==> src/rtl/bu2_arb_pkg.sv <==
// bu2_arb_pkg: shared definitions for the bu2_arbiter slice.
//   - bu2_state_e : controller FSM states (IDLE/ISSUE/CAPT/RESP)
//   - DEF_WIDTH   : default operand/result width
//   - ID_REQ0/1   : requester identifiers carried on rsp_id
//   - CNT_WIDTH   : width of the optional grant counters (BU2_ARB_CNT_EN)
package bu2_arb_pkg;

   localparam int   DEF_WIDTH = 8;
   localparam logic ID_REQ0   = 1'b0;
   localparam logic ID_REQ1   = 1'b1;
   localparam int   CNT_WIDTH = 8;

   typedef enum logic [1:0] {
      ST_IDLE  = 2'd0,
      ST_ISSUE = 2'd1,
      ST_CAPT  = 2'd2,
      ST_RESP  = 2'd3
   } bu2_state_e;

endpackage

==> src/rtl/bu2_arbiter_if.sv <==
// bu2_arbiter_if: bundle of every handshake/bus signal around bu2_arbiter.
//   Requesters  : reqN_valid/reqN_data (to arbiter), reqN_ready (from arbiter)
//   Response    : rsp_valid/rsp_data/rsp_id/rsp_ovf (from arbiter), rsp_ready (to arbiter)
//   Shared unit : cu_a/cu_enable (from arbiter), cu_y (from the unit)
// Handshake rule for every channel: a transfer happens on a rising clock
// edge where valid && ready are both high; the sender holds valid and its
// payload stable until that edge, and the receiver may raise ready only
// while it can take the payload on that edge.
// Modports: slave = arbiter side, master = requester/consumer/unit side.
interface bu2_arbiter_if #(
   parameter int WIDTH = 8
);
   logic             req0_valid;
   logic [WIDTH-1:0] req0_data;
   logic             req0_ready;
   logic             req1_valid;
   logic [WIDTH-1:0] req1_data;
   logic             req1_ready;
   logic             rsp_valid;
   logic             rsp_ready;
   logic [WIDTH-1:0] rsp_data;
   logic             rsp_id;
   logic             rsp_ovf;
   logic [WIDTH-1:0] cu_a;
   logic             cu_enable;
   logic [WIDTH-1:0] cu_y;

   modport slave (
      input  req0_valid, req0_data, req1_valid, req1_data, rsp_ready, cu_y,
      output req0_ready, req1_ready, rsp_valid, rsp_data, rsp_id, rsp_ovf,
             cu_a, cu_enable
   );

   modport master (
      output req0_valid, req0_data, req1_valid, req1_data, rsp_ready, cu_y,
      input  req0_ready, req1_ready, rsp_valid, rsp_data, rsp_id, rsp_ovf,
             cu_a, cu_enable
   );
endinterface

==> src/rtl/bu2_rr_pick.sv <==
// bu2_rr_pick: combinational 2-way round-robin picker.
//   valid0/valid1 : requester valids
//   last_id       : requester granted most recently
//   grant         : one-hot grant (bit N = requester N), zero when idle
//   win_id        : winner ID (meaningful only when grant != 0)
module bu2_rr_pick
   import bu2_arb_pkg::*;
(
   input  logic       valid0,
   input  logic       valid1,
   input  logic       last_id,
   output logic [1:0] grant,
   output logic       win_id
);
   always_comb begin
      win_id = ID_REQ0;
      grant  = 2'b00;
      // On a tie the requester that was not served last goes first.
      if (valid0 && valid1) begin
         win_id = ~last_id;
      end else if (valid1) begin
         win_id = ID_REQ1;
      end
      if (valid0 || valid1) begin
         grant = (win_id == ID_REQ1) ? 2'b10 : 2'b01;
      end
   end
endmodule

==> src/rtl/bu2_arbiter.sv <==
// bu2_arbiter: shares one bu2_module between two requesters.
//   clock, reset : rising-edge clock, synchronous active-high reset
//   bus          : bu2_arbiter_if.slave (requests, response, shared unit)
//   dbg_state    : current FSM state, for observation only
//   grant_cnt0/1 : saturating accept counters, present only when the
//                  macro BU2_ARB_CNT_EN is defined
// Flow: IDLE (accept winner) -> ISSUE (one enabled unit cycle) ->
// CAPT (capture unit output) -> RESP (hold response until taken).
module bu2_arbiter
   import bu2_arb_pkg::*;
#(
   parameter int WIDTH = DEF_WIDTH
) (
   input  logic                 clock,
   input  logic                 reset,
   bu2_arbiter_if.slave         bus,
   output bu2_state_e           dbg_state
`ifdef BU2_ARB_CNT_EN
   ,
   output logic [CNT_WIDTH-1:0] grant_cnt0,
   output logic [CNT_WIDTH-1:0] grant_cnt1
`endif
);
   localparam logic [WIDTH-1:0] MSB_ONLY = {1'b1, {(WIDTH-1){1'b0}}};

   bu2_state_e       state_q, state_d;
   logic [WIDTH-1:0] op_q, op_d;
   logic             id_q, id_d;
   logic             last_q, last_d;
   logic             rsp_valid_q, rsp_valid_d;
   logic [WIDTH-1:0] rsp_data_q, rsp_data_d;
   logic             rsp_id_q, rsp_id_d;
   logic             rsp_ovf_q, rsp_ovf_d;
   logic [WIDTH-1:0] cu_a_q, cu_a_d;
   logic             cu_enable_q, cu_enable_d;
`ifdef BU2_ARB_CNT_EN
   logic [CNT_WIDTH-1:0] cnt0_q, cnt0_d;
   logic [CNT_WIDTH-1:0] cnt1_q, cnt1_d;
`endif

   logic [1:0]       grant;
   logic             win_id;
   logic             accept;
   logic [WIDTH-1:0] win_data;

   bu2_rr_pick u_pick (
      .valid0  (bus.req0_valid),
      .valid1  (bus.req1_valid),
      .last_id (last_q),
      .grant   (grant),
      .win_id  (win_id)
   );

   // Readies are combinational: only the winner, only while idle.
   assign bus.req0_ready = (state_q == ST_IDLE) && grant[0];
   assign bus.req1_ready = (state_q == ST_IDLE) && grant[1];
   assign accept         = (state_q == ST_IDLE) && (grant != 2'b00);
   assign win_data       = (win_id == ID_REQ1) ? bus.req1_data : bus.req0_data;

   always_comb begin
      state_d     = state_q;
      op_d        = op_q;
      id_d        = id_q;
      last_d      = last_q;
      rsp_valid_d = rsp_valid_q;
      rsp_data_d  = rsp_data_q;
      rsp_id_d    = rsp_id_q;
      rsp_ovf_d   = rsp_ovf_q;
      cu_a_d      = cu_a_q;
      cu_enable_d = cu_enable_q;
`ifdef BU2_ARB_CNT_EN
      cnt0_d      = cnt0_q;
      cnt1_d      = cnt1_q;
`endif
      case (state_q)
         ST_IDLE: begin
            if (accept) begin
               op_d        = win_data;
               id_d        = win_id;
               // Unit drive is registered, so it is loaded here to be
               // present exactly during the ISSUE cycle.
               cu_a_d      = win_data;
               cu_enable_d = 1'b1;
               state_d     = ST_ISSUE;
`ifdef BU2_ARB_CNT_EN
               if (win_id == ID_REQ0 && cnt0_q != '1) cnt0_d = cnt0_q + 1'b1;
               if (win_id == ID_REQ1 && cnt1_q != '1) cnt1_d = cnt1_q + 1'b1;
`endif
            end
         end
         ST_ISSUE: begin
            cu_a_d      = '0;
            cu_enable_d = 1'b0;
            state_d     = ST_CAPT;
         end
         ST_CAPT: begin
            // The unit updated its output on the ISSUE edge.
            rsp_data_d  = bus.cu_y;
            rsp_ovf_d   = (op_q == MSB_ONLY);
            rsp_id_d    = id_q;
            rsp_valid_d = 1'b1;
            state_d     = ST_RESP;
         end
         ST_RESP: begin
            if (bus.rsp_ready) begin
               rsp_valid_d = 1'b0;
               last_d      = rsp_id_q;
               state_d     = ST_IDLE;
            end
         end
         default: state_d = ST_IDLE;
      endcase
   end

   always_ff @(posedge clock) begin
      if (reset) begin
         state_q     <= ST_IDLE;
         op_q        <= '0;
         id_q        <= ID_REQ0;
         last_q      <= ID_REQ1;
         rsp_valid_q <= 1'b0;
         rsp_data_q  <= '0;
         rsp_id_q    <= ID_REQ0;
         rsp_ovf_q   <= 1'b0;
         cu_a_q      <= '0;
         cu_enable_q <= 1'b0;
`ifdef BU2_ARB_CNT_EN
         cnt0_q      <= '0;
         cnt1_q      <= '0;
`endif
      end else begin
         state_q     <= state_d;
         op_q        <= op_d;
         id_q        <= id_d;
         last_q      <= last_d;
         rsp_valid_q <= rsp_valid_d;
         rsp_data_q  <= rsp_data_d;
         rsp_id_q    <= rsp_id_d;
         rsp_ovf_q   <= rsp_ovf_d;
         cu_a_q      <= cu_a_d;
         cu_enable_q <= cu_enable_d;
`ifdef BU2_ARB_CNT_EN
         cnt0_q      <= cnt0_d;
         cnt1_q      <= cnt1_d;
`endif
      end
   end

   assign bus.rsp_valid = rsp_valid_q;
   assign bus.rsp_data  = rsp_data_q;
   assign bus.rsp_id    = rsp_id_q;
   assign bus.rsp_ovf   = rsp_ovf_q;
   assign bus.cu_a      = cu_a_q;
   assign bus.cu_enable = cu_enable_q;
   assign dbg_state     = state_q;
`ifdef BU2_ARB_CNT_EN
   assign grant_cnt0    = cnt0_q;
   assign grant_cnt1    = cnt1_q;
`endif

endmodule

==> src/flat_wrapper.sv <==
// flat-port wrapper written by rule: the top's interface ports become plain ports
module bu2_arbiter_flat import bu2_arb_pkg::*;
#(
   parameter int WIDTH = DEF_WIDTH
)
  (clock, reset, dbg_state, bus_req0_valid, bus_req0_data, bus_req1_valid, bus_req1_data, bus_rsp_ready, bus_cu_y, bus_req0_ready, bus_req1_ready, bus_rsp_valid, bus_rsp_data, bus_rsp_id, bus_rsp_ovf, bus_cu_a, bus_cu_enable);
  bu2_arbiter_if #(.WIDTH(WIDTH)) bus_i ();
  input  logic clock;
  input  logic reset;
  output bu2_state_e dbg_state;
  input wire logic [$bits(bus_i.req0_valid)-1:0] bus_req0_valid;
  input wire logic [$bits(bus_i.req0_data)-1:0] bus_req0_data;
  input wire logic [$bits(bus_i.req1_valid)-1:0] bus_req1_valid;
  input wire logic [$bits(bus_i.req1_data)-1:0] bus_req1_data;
  input wire logic [$bits(bus_i.rsp_ready)-1:0] bus_rsp_ready;
  input wire logic [$bits(bus_i.cu_y)-1:0] bus_cu_y;
  output wire logic [$bits(bus_i.req0_ready)-1:0] bus_req0_ready;
  output wire logic [$bits(bus_i.req1_ready)-1:0] bus_req1_ready;
  output wire logic [$bits(bus_i.rsp_valid)-1:0] bus_rsp_valid;
  output wire logic [$bits(bus_i.rsp_data)-1:0] bus_rsp_data;
  output wire logic [$bits(bus_i.rsp_id)-1:0] bus_rsp_id;
  output wire logic [$bits(bus_i.rsp_ovf)-1:0] bus_rsp_ovf;
  output wire logic [$bits(bus_i.cu_a)-1:0] bus_cu_a;
  output wire logic [$bits(bus_i.cu_enable)-1:0] bus_cu_enable;
  assign bus_i.req0_valid = bus_req0_valid;
  assign bus_i.req0_data = bus_req0_data;
  assign bus_i.req1_valid = bus_req1_valid;
  assign bus_i.req1_data = bus_req1_data;
  assign bus_i.rsp_ready = bus_rsp_ready;
  assign bus_i.cu_y = bus_cu_y;
  assign bus_req0_ready = bus_i.req0_ready;
  assign bus_req1_ready = bus_i.req1_ready;
  assign bus_rsp_valid = bus_i.rsp_valid;
  assign bus_rsp_data = bus_i.rsp_data;
  assign bus_rsp_id = bus_i.rsp_id;
  assign bus_rsp_ovf = bus_i.rsp_ovf;
  assign bus_cu_a = bus_i.cu_a;
  assign bus_cu_enable = bus_i.cu_enable;
  bu2_arbiter #(.WIDTH(WIDTH)) u_core (.clock(clock), .reset(reset), .bus(bus_i), .dbg_state(dbg_state));
endmodule
==> config.mk <==
export PLATFORM = sky130hd
export DESIGN_NAME = bu2_arbiter_flat
export DESIGN_NICKNAME = d
export VERILOG_FILES = /design/src/rtl/bu2_arb_pkg.sv /design/src/rtl/bu2_arbiter_if.sv /design/src/rtl/bu2_rr_pick.sv /design/src/rtl/bu2_arbiter.sv /design/src/flat_wrapper.sv
export SDC_FILE = /design/constraint.sdc
export NUM_CORES = 1
export LEC_CHECK = 0
export ABC_AREA = 1
export CAP_MARGIN = 20
export CORE_ASPECT_RATIO = 1.1
export CORE_MARGIN = 2
export CORE_UTILIZATION = 46
export CTS_CLUSTER_DIAMETER = 120
export CTS_CLUSTER_SIZE = 8
export DETAILED_ROUTE_END_ITERATION = 7
export PLACE_DENSITY = 0.92
export RECOVER_POWER = 100
export SKIP_LAST_GASP = 1
export SLEW_MARGIN = 20
export SYNTH_ARGS = -nofsm -noshare
export SYNTH_HDL_FRONTEND = slang
export SYNTH_SLANG_ARGS = --single-unit
==> constraint.sdc <==
create_clock -name clock -period 3.6 [get_ports clock]
set_input_delay 0.72 -clock clock [delete_from_list [all_inputs] [get_ports clock]]
set_output_delay 0.72 -clock clock [all_outputs]
set_load 0.005 [all_outputs]
==> run metrics, run 1 <==
io pins=53; critical path, cell by cell=dlygate4sd3_1 -> nand2_1 -> inv_1 -> nor2_1 -> dlygate4sd3_1; Antenna Nets Post-Route=0; CP max-delay cell=dlygate4sd3_1; status=completed; Syn Inst Count=190; top routing layer in use=met4; max cap viols=0; Clk pin slew, worst setup/hold paths=0.12 ns; register area share after synthesis=47.0%; syn nets=223; setup ws final=0.388 ns; Total GRT Usage=21.8%; clk_skew=0.0146 ns; grt total ovfl=0; min-delay worst type=reg -> reg; Place WS=0.557 ns; YS warnings=0; Setup violations, final=0; largest area contributor in the netlist=dfxtp_1; Layout area overhead=42.4%; clk sinks=32; post-synthesis cell area=1360 um2; DP Cell Count=269; CP Launch Type=input pin; Met1 Wirelength=1460 um; H-tree levels=2; met2 wire len=1520 um; total wire length=3310 um; most common cell in the netlist=nor2_1; vias per inst=4.97; global-route wire length before repair=5690 um; synth top area cells=dfxtp_1, nor2_1, nand2_1; crit end category=primary output; post-CTS setup buffers=0; layout cells sized above 1=4.10%; setup TNS=0 ns; PD cells=671 nW/um2; Syn Area/Cell=7.17 um2; most used cell, CP=dlygate4sd3_1; CTS tree=done; DR WL/cell=11.9 um; RD Place Congestion=0.837; Worst-Skew Late Latency=0.35 ns; WP data required=2.88 ns; Synth top area share=47.0%; die width=55.9 um; cts repair resizes=0; hold_buf cts=0; DRC Markers=0; relative slew slack=35.2%; Netlist cell types=19; critical path type=in -> out; WHS=0.486 ns; final period utilization=89.2%; async set-reset flop share out of synthesis=0%; fin nets=276; Slew Viols, Final=0; EDFF count, synth=0; Final Hold Viols=0; Core Area=2800 um2; crit-path max cell delay=0.75 ns; Seq cells post-synth=32; worst-margin pin slew=0.964 ns; Top FF cell, synth=dfxtp_1; CP max FO=11; row count=20; number of global-route vias before repair=1325; largest net degree at the start of global routing=22; CTS Buffer Depth=2; Arr. time, crit path=2.49 ns; utilization after layout=69.2%; diode count=0; die area=3410 um2; drt pass-1 iters=4; initial antenna violation count=0; Worst VDD drop=0.000439 V; met3 WL=320 um; leakage power=0.904 nW; via count=1376; initial DRC count=52; port buffer count=52; CTS root buf=clkbuf_4; Die Span Y=61.1 um; fmax=311 MHz; Final min period=3.21 ns; Non-Filler Instances=277; Inserted Clock Buffers=5; Initial Util=48.6%; RSZ-0062 raised after global routing=no; DPL Wire Length=2420 um; commonest cells in the netlist=nor2_1, nand2_1, dfxtp_1
-- state kept, by name, indices dropped and copies added, names as in the netlist --
register and flops:
u_core.bus.cu_a 8, u_core.bus.rsp_ovf 1, u_core.bus.cu_enable 1, u_core.last_q 1, u_core.dbg_state 2, u_core.bus.rsp_data 8, u_core.id_q 1, u_core.bus.rsp_valid 1
u_core.bus.rsp_id 1, u_core.op_q 8
-- logic make-up (layout without fill, tap and decap cells) --
| kind of cell | count (synthesis) | count (layout) | share of synthesized area [%] |
|---|---|---|---|
| AOI/OAI and AO/OA | 33 | 33 | 12.1 |
| and+or+nand+nor | 101 | 101 | 31.2 |
| buffers and inverters | 20 | 74 | 5.97 |
| adders and majority gates | 4 | 4 | 3.67 |
| DFF | 32 | 32 | 47.0 |
-- layer usage --
| metal | track usage, % | up-vias |
|---|---|---|
| met5 | 0 | - |
| met4 | 7.14 | 0 |
| met3 | 9.45 | 2 |
| met2 | 37.9 | 62 |
| met1 | 24.7 | 592 |
| li1 | - | 720 |
-- critical path, delay by kind of cell --
kind | cells | cell delay [ns]
buffers and inverters | 3 | 1.44
and+or+nand+nor | 2 | 0.32
-- worst paths after layout --
path                            cells past startpoint                              from  slack, ns                          end
worst min-delay path                                2    u_core.bus.rsp_id$_SDFFE_PP0P_       0.49   u_core.last_q$_SDFFE_PP1P_
worst max-delay path                                5                    bus_req1_valid       0.39               bus_req0_ready
worst min register to register                      2    u_core.bus.rsp_id$_SDFFE_PP0P_       0.49   u_core.last_q$_SDFFE_PP1P_
worst max register to register                      7  u_core.dbg_state[0]$_SDFFE_PP0P_       1.45  u_core.op_q[1]$_SDFFE_PP0P_
-- placed cells by master, fill, tap and decap left out, drive strengths merged --
| master | Yosys | final |
|---|---|---|
| nor2 | 45 | 45 |
| nand2 | 35 | 35 |
| dfxtp | 32 | 32 |
| clkdlybuf4s50 | 0 | 27 |
| dlygate4sd3 | 0 | 25 |
| o21ai | 20 | 20 |
| nand3 | 18 | 18 |
| a21oi | 13 | 13 |
| inv | 12 | 12 |
| clkbuf | 4 | 6 |
| ha | 4 | 4 |
| nor3 | 2 | 2 |
| clkinvlp | 0 | 2 |
| clkinv | 1 | 2 |
| nand4 | 1 | 1 |
-- power by group --
part / switching [mW] / internal [mW]
clock: 0.137 / 0.0766
sequential: 0.0614 / 0.471
combinational: 0.301 / 0.255
total: 0.500 / 0.803
-- stage by stage --
| step | cell area (um2) | power, mW |
|---|---|---|
| after global routing | 1940 | 1.42 |
| after detailed placement | 1900 | 1.15 |
| final | 1940 | 1.30 |
| after global placement | 1900 | 1.14 |
| after floorplan | 1360 | 0.871 |
| after CTS | 1960 | 1.37 |
-- final cells by class --
class	instances	area [um2]
timing repair buffer	53	524
tap	33	41.3
sequential	32	641
clock inverter	3	23.8
multi-input combinational	138	624
clock buffer	5	37.5
fill	231	862
inverter	13	48.8
Power figures use the tool's default switching activity.
==> run 2, diff against run 1 <==
CAP_MARGIN = 30   (was 20)
CORE_UTILIZATION = 38   (was 46)
PLACE_DENSITY = 0.82   (was 0.92)
clock period = 2.8 ns   (was 3.6 ns; I/O delays follow)
==> run metrics, run 2 (synthesis results as in run 1) <==
max cap viols=0 (unchanged); CP max FO=9 (-2); CP Launch Type=input pin; Worst setup endpoint=bus_req1_ready; layout cells sized above 1=6.07% (+2.0 points); clk_skew=0.00821 ns (-0.00643 ns); Layout area overhead=46.0%; PD cells=855 nW/um2 (+27%); critical path type=in -> out; final total power=1.70 mW (+31%); Final min period=2.62 ns; GR peak layer=met2; CP max-delay cell=dlygate4sd3_1; H-tree levels=2 (unchanged); fin nets=279 (+1.1%); diode count=0 (unchanged); Worst VDD drop=0.000563 V (+28%); die width=61.1 um (+9.3%); Core Area=3390 um2 (+21%); CTS root buf=clkbuf_4; via count=1406 (+2.2%); Initial Util=40.2% (-8.4 points); grt total ovfl=0 (unchanged); leakage power=0.923 nW (+2.1%); initial DRC count=78 (+50%); Worst-Skew Late Latency=0.34 ns (about the same); DRC Markers=0 (unchanged); clk sinks=32 (unchanged); min-delay worst type=reg -> reg; cts repair resizes=0 (unchanged); met3 usage=6.60% (-2.9 points); Inserted Clock Buffers=5 (unchanged); met1 Usage GRT=23.0% (-1.7 points); fmax=381 MHz; Critical Path Start=bus_req0_valid; commonest cells after routing, fill and taps aside=nor2_1, nand2_1, dfxtp_1; RD Place Congestion=0.909 (+8.6%); Die Span Y=66.8 um (+9.4%); r2r setup slk=0.54 ns (-0.91 ns); CTS Buffer Depth=2 (unchanged); Antenna Nets Post-Route=0 (unchanged); global-route wire length before repair=5710 um (+0.37%); commonest non-fill, non-tap cell in the layout=nor2_1; vias per inst=4.77 (-4.1%); critical path, cell by cell=dlygate4sd3_1 -> nand2_2 -> nand2_2 -> inv_1 -> nand2_1 -> inv_1 -> clkdlybuf4s50_1; die area=4080 um2 (+20%); total wire length=3490 um (+5.5%); WP data required=2.24 ns (-0.64 ns); number of global-route vias before repair=1338 (+0.98%); crit end category=primary output; final period utilization=93.7%; row count=22 (+10%); Filler cells=324 (+40%); worst-margin pin slew=0.769 ns (-0.195 ns); Arr. time, crit path=2.06 ns (-0.43 ns); RSZ-0062 raised after global routing=no; relative slew slack=48.7% (+13 points); status=completed; met2 GRT Util=30.9% (-7.1 points); r2r startpoint=u_core.dbg_state[0]$_SDFFE_PP0P_; largest net degree at the start of global routing=22 (unchanged); post-CTS setup buffers=0 (unchanged); drt pass-1 iters=4 (unchanged); setup TNS=0 ns (unchanged); hold_buf cts=0 (unchanged); cells on worst reg2reg path=7 (unchanged); Final Hold Viols=0 (unchanged); port buffer count=52 (unchanged); Total GRT Usage=19.0% (-2.8 points); crit-path max cell delay=0.58 ns (-0.17 ns); DR WL/cell=11.8 um (-0.91%); CTS tree=done; Slew Viols, Final=0 (unchanged); io pins=53 (unchanged); DPL Wire Length=2550 um (+5.1%); Setup violations, final=0 (unchanged); Clk pin slew, worst setup/hold paths=0.10 ns (-0.02 ns); Critical R2R Capture=u_core.op_q[2]$_SDFFE_PP0P_; initial antenna violation count=0 (unchanged)
==> run 2: worst max-delay path: cells and delay by family <==
| kind | cells | cell delay (ns) |
|---|---|---|
| buf+inv | 4 | 1.19 |
| simple gates | 3 | 0.30 |
==> run 2: metal layers <==
| layer | wire length [um] | share of wire (%) |
|---|---|---|
| met3 | 268 | 7.7 |
| met2 | 1580 | 45 |
| met5 | 0 | 0 |
| met4 | 50 | 1.4 |
| met1 | 1590 | 46 |
==> run 2: worst min-delay path by stage <==
stage / startpoint / end / slack, ns / cells after the start
floorplan: u_core.id_q$_SDFFE_PP0P_ / u_core.id_q$_SDFFE_PP0P_ / 0.44 / 2
global placement: u_core.bus.cu_a[1]$_SDFFE_PP0P_ / u_core.bus.cu_a[1]$_SDFFE_PP0P_ / 0.47 / 2
detailed placement: u_core.bus.rsp_id$_SDFFE_PP0P_ / u_core.last_q$_SDFFE_PP1P_ / 0.47 / 2
CTS: u_core.bus.cu_a[3]$_SDFFE_PP0P_ / u_core.bus.cu_a[3]$_SDFFE_PP0P_ / 0.49 / 2
global route: u_core.bus.cu_a[3]$_SDFFE_PP0P_ / u_core.bus.cu_a[3]$_SDFFE_PP0P_ / 0.51 / 2
finish: u_core.bus.cu_enable$_SDFFE_PP0P_ / u_core.bus.cu_enable$_SDFFE_PP0P_ / 0.49 / 2
==> run 2: power by group <==
group	internal (mW)	total, mW	switching, mW
Sequential	0.605	0.682	0.0762
Clock	0.0963	0.265	0.168
Combinational	0.343	0.754	0.411
==> run 2: through the flow <==
step	util [%]	worst slack, ns	cells	hold slack, ns	instance area (um2)
5_1_grt	58.8	0.0713	295	0.511	1990
3_3_place_gp	57.3	0.285	287	0.469	1940
2_1_floorplan	-	1.20	190	0.445	1360
4_1_cts	59.0	0.242	295	0.492	2000
3_5_place_dp	57.3	0.247	287	0.473	1940
6_report	58.8	0.175	295	0.486	1990
==> run 2: area by class of cell <==
class	count	area (um2)	area share [%]
flip-flops and latches	32	641	32.2
repair buffers	56	543	27.3
well taps	48	60.1	3.02
clock inverters	3	18.8	0.943
clock buffers	5	37.5	1.89
multi-input cells	138	641	32.2
inverters	13	48.8	2.45
==> run 3, diff against run 2 <==
CTS_CLUSTER_SIZE = 20   (was 8)
==> results of run 3 <==
Same layout as run 2: the final DEF is identical, and so are final timing and power.
